===== src/rtl/key_scan_module.sv =====
// key_scan_module: three-key synchroniser and debouncer.
// Emits a clean level plus press, release and long-press pulses per key.
//
// Ports:
//   CLK         system clock
//   RST         asynchronous active-high reset
//   Key_In      raw button pins, asynchronous to CLK
//   Key_State   debounced level, 1 = pressed
//   Key_Press   1-cycle pulse on accepted press
//   Key_Release 1-cycle pulse on accepted release
//   Key_Long    1-cycle pulse once per press after LONG_CYCLES held
module key_scan_module #(
  parameter int DEBOUNCE_CYCLES = 500000,
  parameter int LONG_CYCLES     = 50000000,
  parameter bit KEY_ACTIVE_LOW  = 1'b1
) (
  input  logic       CLK,
  input  logic       RST,
  input  logic [2:0] Key_In,
  output logic [2:0] Key_State,
  output logic [2:0] Key_Press,
  output logic [2:0] Key_Release,
  output logic [2:0] Key_Long
);

  localparam int MAXC = (DEBOUNCE_CYCLES > LONG_CYCLES) ?
                        DEBOUNCE_CYCLES : LONG_CYCLES;
  localparam int CW = $clog2(MAXC) + 1;

  // The first accepting sample loads 0, so the D-th consecutive
  // sample is seen with the counter at D-2 (same for the long count).
  localparam logic [CW-1:0] DB_LAST = CW'(DEBOUNCE_CYCLES - 2);
  localparam logic [CW-1:0] LG_LAST = CW'(LONG_CYCLES - 2);
  localparam logic [CW-1:0] LG_SAT  = CW'(LONG_CYCLES);

  typedef enum logic [1:0] {
    IDLE,
    PRESS_WAIT,
    DOWN,
    RELEASE_WAIT
  } state_t;

  logic [2:0] k;
  logic [2:0] s1;
  logic [2:0] s2;

  assign k = Key_In ^ {3{KEY_ACTIVE_LOW}};

  always_ff @(posedge CLK or posedge RST) begin
    if (RST) begin
      s1 <= '0;
      s2 <= '0;
    end else begin
      s1 <= k;
      s2 <= s1;
    end
  end

  for (genvar gi = 0; gi < 3; gi++) begin : g_key
    state_t          st;
    logic [CW-1:0]   dcnt;
    logic [CW-1:0]   lcnt;
    logic            fired;
    logic            lvl;
    logic            pr;
    logic            rl;
    logic            lg;

    always_ff @(posedge CLK or posedge RST) begin
      if (RST) begin
        st    <= IDLE;
        dcnt  <= '0;
        lcnt  <= '0;
        fired <= 1'b0;
        lvl   <= 1'b0;
        pr    <= 1'b0;
        rl    <= 1'b0;
        lg    <= 1'b0;
      end else begin
        pr <= 1'b0;
        rl <= 1'b0;
        lg <= 1'b0;
        unique case (st)
          IDLE: begin
            if (s2[gi]) begin
              st   <= PRESS_WAIT;
              dcnt <= '0;
            end
          end
          PRESS_WAIT: begin
            if (!s2[gi]) begin
              st <= IDLE;
            end else if (dcnt == DB_LAST) begin
              st   <= DOWN;
              lvl  <= 1'b1;
              pr   <= 1'b1;
              dcnt <= '0;
            end else begin
              dcnt <= dcnt + 1'b1;
            end
          end
          DOWN: begin
            if (lcnt != LG_SAT) begin
              lcnt <= lcnt + 1'b1;
            end
            if (lcnt == LG_LAST && !fired) begin
              lg    <= 1'b1;
              fired <= 1'b1;
            end
            if (!s2[gi]) begin
              st   <= RELEASE_WAIT;
              dcnt <= '0;
            end
          end
          RELEASE_WAIT: begin
            if (s2[gi]) begin
              st <= DOWN;
            end else if (dcnt == DB_LAST) begin
              st    <= IDLE;
              lvl   <= 1'b0;
              rl    <= 1'b1;
              dcnt  <= '0;
              lcnt  <= '0;
              fired <= 1'b0;
            end else begin
              dcnt <= dcnt + 1'b1;
            end
          end
          default: st <= IDLE;
        endcase
      end
    end

    assign Key_State[gi]   = lvl;
    assign Key_Press[gi]   = pr;
    assign Key_Release[gi] = rl;
    assign Key_Long[gi]    = lg;
  end

endmodule


===== config.mk =====
export PLATFORM = sky130hd
export DESIGN_NAME = key_scan_module
export DESIGN_NICKNAME = d
export VERILOG_FILES = /design/src/rtl/key_scan_module.sv
export SDC_FILE = /design/constraint.sdc
export NUM_CORES = 1
export LEC_CHECK = 0
export BUFFER_PORTS_ARGS = -buffer_cell sky130_fd_sc_hd__buf_2
export CAP_MARGIN = 20
export CORE_ASPECT_RATIO = 0.7
export CORE_MARGIN = 1.5
export CORE_UTILIZATION = 37
export DETAILED_ROUTE_END_ITERATION = 10
export PLACE_DENSITY = 0.55
export SLEW_MARGIN = 15
export SYNTH_ARGS = -nofsm -noshare
export SYNTH_HDL_FRONTEND = slang
export SYNTH_SLANG_ARGS = --single-unit

===== constraint.sdc =====
create_clock -name CLK -period 8.7 [get_ports CLK]
set_input_delay 1.74 -clock CLK [delete_from_list [all_inputs] [get_ports CLK]]
set_output_delay 1.74 -clock CLK [all_outputs]
set_load 0.005 [all_outputs]

==> results.py <==
metrics = {
    "clock_network": {
        "cts_tree": "yes",
        "h-tree-depth": 4,
        "path_clk_slew_ns": 0.07,
        "cts_buffers": 17,
        "clock_path_buffers": 2,
        "clockRootBuffer": "clkbuf_16",
        "cts_resized": 0,
        "clk_latency_ns": 0.44,
        "cts.sink_count": 189,
        "cts_hold_buffers": 0,
        "cts_setup_buffers": 0,
    },
    "sta": {
        "final-setup-viol-count": 0,
        "fmax_mhz": 352.0,
        "finClkSkew_ns": 0.01077,
        "fin_crit_ns": 2.841,
        "slew_headroom_pct": 30.80,
        "slew_violations": 0,
        "rsz0062_at_grt": "false",
        "fin_tns_setup_ns": 0,
        "fin_crit_sh_pct": 32.65,
        "setup_ws_ns": 5.859,
        "finalHoldViolCount": 0,
        "worstMarginPinSlew_ns": 1.035,
    },
    "logic_synthesis": {
        "ys_seq_area_share_pct": 45.84,
        "synthCells": 1112,
        "synth-edff-count": 0,
        "synth_top_area_cell": "dfrtp_1",
        "synth_ff_type": "dfrtp_1",
        "synthArstFlopShare_pct": 100.0,
        "yosysTopAreaCellShare_pct": 45.84,
        "synth.area.top_cells": "dfrtp_1, a21oi_1, or4_1",
        "synth.distinct_cells": 59,
        "synthesis.nets": 1132,
        "synth_seq_cells": 189,
        "syn_avg_cell_area_um2": 9.278,
        "syn-cell-area_um2": 10320,
        "yosysMostFrequentCell": "dfrtp_1",
        "synth_commonest_cells": "dfrtp_1, nor2_1, a21oi_1",
        "synth_warnings": 0,
    },
    "layout": {
        "drive_gt1_share_pct": 7.317,
        "nNetsFinal": 1114,
        "nFillCells": 2680,
        "area_growth_pct": 8.343,
        "fin_cells": 1471,
        "diodes": 0,
    },
    "floorplanning": {
        "io-pin-count": 17,
        "core_area_um2": 27090,
        "die_h_um": 142.7,
        "rows": 50,
        "initial_core_util_pct": 38.09,
        "die_w_um": 202.6,
        "fp.dieArea_um2": 28910,
    },
    "detailed_routing": {
        "drt_iter0_markers": 576,
        "vias": 8273,
        "vias_per_cell": 5.624,
        "drtPass1Iterations": 5,
        "wl_per_cell_um": 15.96,
        "wl_um": 23480,
        "drc_errors": 0,
        "ant_nets": 0,
    },
    "hold_path": {
        "holdCritStartpoint": "s1[1]",
        "worstHoldPathType": "reg2reg",
    },
    "setup_path": {
        "cp-end-kind": "asynchronous set/reset pin",
        "critPathMaxFanout": 128,
        "worstSetupPathType": "in2async",
        "crit_start": "RST",
        "start_kind": "input port",
        "r2r-start": "g_key[2].dcnt[20]",
        "cp.required_ns": 9.17,
        "critPathArrivalTime_ns": 3.31,
    },
    "pwr": {
        "leakage_nw": 4.426,
        "finalPower_mw": 1.701,
        "power_density_nw_per_um2": 152.1,
        "switching_share_pct": 23.58,
        "power_frac_seq_pct": 52.8,
        "combPwrFrac_pct": 3.0,
        "p_sw_uw": 401.0,
        "internal_power_mw": 1.300,
        "vdd_ir_drop_max_uv": 130.3,
        "pwr-share-clk_pct": 44.2,
    },
    "placed_design": {
        "dp.cells": 1437,
        "gp_congestion": 0.7737,
        "dp_hpwl_um": 15420,
        "port_buffers": 16,
        "dp_slack_ns": 5.259,
    },
    "global_routing": {
        "grt_pass1_vias": 7389,
        "grt_max_degree": 129,
        "grt_antenna_before_repair": 0,
        "grt_overflow_total": 0,
        "grt_pass1_wl_um": 39430,
        "grt.total_usage_pct": 16.79,
    },
    "run_status": {
        "status": "finished clean",
    },
    "flow_run": {
        "drv_cap": 0,
    },
}
==> power by group through the flow <==
stage / registers, mW / logic [mW] / clock network [mW]
2_1_floorplan: 0.909 / 0.0401 / 0
3_3_place_gp: 0.914 / 0.0516 / 0
3_5_place_dp: 0.914 / 0.0524 / 0
4_1_cts: 0.897 / 0.0525 / 0.775
5_1_grt: 0.899 / 0.0593 / 0.808
6_report: 0.898 / 0.0507 / 0.752
==> final timing paths <==
kind                                          end  slack (ns)  cells past startpoint
worst max-delay path               g_key[0].fired        5.86                      3
worst min-delay path                        s2[1]        0.35                      0
worst max register to register  g_key[2].dcnt[24]        5.94                      6
worst min register to register              s2[1]        0.35                      0
max in group CLK                g_key[2].dcnt[24]        5.94                      6
min in group asynchronous        g_key[1].lcnt[0]        1.49                      2
==> cells by family after synthesis <==
group | count (synthesis) | share of synthesized area [%]
compound gates | 209 | 12.21
mux | 9 | 0.9216
xor+xnor | 64 | 5.433
buf+inv | 101 | 4.390
fa+ha+maj | 15 | 1.819
flops | 189 | 45.84
simple gates | 525 | 29.38
==> metrics by stage <==
step | utilization (%) | hold slack, ns | instance area, um^2
final | 41.27 | 0.3534 | 11180
after global routing | 41.27 | 0.3600 | 11180
after CTS | 41.23 | 0.3574 | 11170
after detailed placement | 39.22 | 0.3401 | 10630
after global placement | 39.22 | 0.3358 | 10630
after floorplan | - | 0.3312 | 10320
==> cell type report <==
type	instances	area, um^2	area share [%]
clock inverter	11	92.59	0.8283
tap	364	455.4	4.074
sequential	189	4730	42.31
inverter	37	146.4	1.310
clock buffer	21	450.4	4.030
timing repair buffer	27	157.7	1.410
multi-input combinational	822	5146	46.04
==> routing by layer <==
layer	GRT usage (%)	up-vias	share of wire, %
met2	21.95	121	39
met4	4.133	0	0.99
li1	-	4076	-
met3	2.807	15	3.0
met5	0	-	0
met1	27.63	4061	57
==> critical path, cell delays in order <==
cell	delay, ns
buf_2	0.13
inv_8	0.60
buf_4	0.77
==> state kept, by name, indices dropped and copies added (netlist names), named ones only <==
signal / count
g_key.fired: 3
g_key.lcnt: 81
g_key.dcnt: 81
g_key.lvl: 3
s1: 3
g_key.lg: 3
s2: 3
g_key.rl: 3
g_key.pr: 3
g_key.st: 3
==> layout by cell type, fill, tap and decap left out, types with 6 or more instances in the layout <==
cell type / synthesis / final
dfrtp_1: 189 / 189
nor2_1: 86 / 86
a21oi_1: 85 / 85
nand2_1: 82 / 82
nand3_1: 64 / 64
or4_1: 51 / 51
nand4_1: 49 / 49
o31ai_1: 49 / 49
o21ai_0: 45 / 45
inv_1: 37 / 36
or3_1: 33 / 33
xor2_1: 33 / 33
xnor2_1: 31 / 31
nor4_1: 29 / 28
and3_1: 23 / 23
and4_1: 18 / 18
buf_2: 7 / 18
clkbuf_16: 0 / 17
nor3_1: 17 / 16
ha_1: 15 / 15
nor4b_1: 14 / 14
and2_1: 12 / 12
nand2b_1: 9 / 9
buf_4: 13 / 9
nor4bb_1: 6 / 6
clkinv_2: 0 / 6
Note: power is estimated with default switching activity, not from simulation.
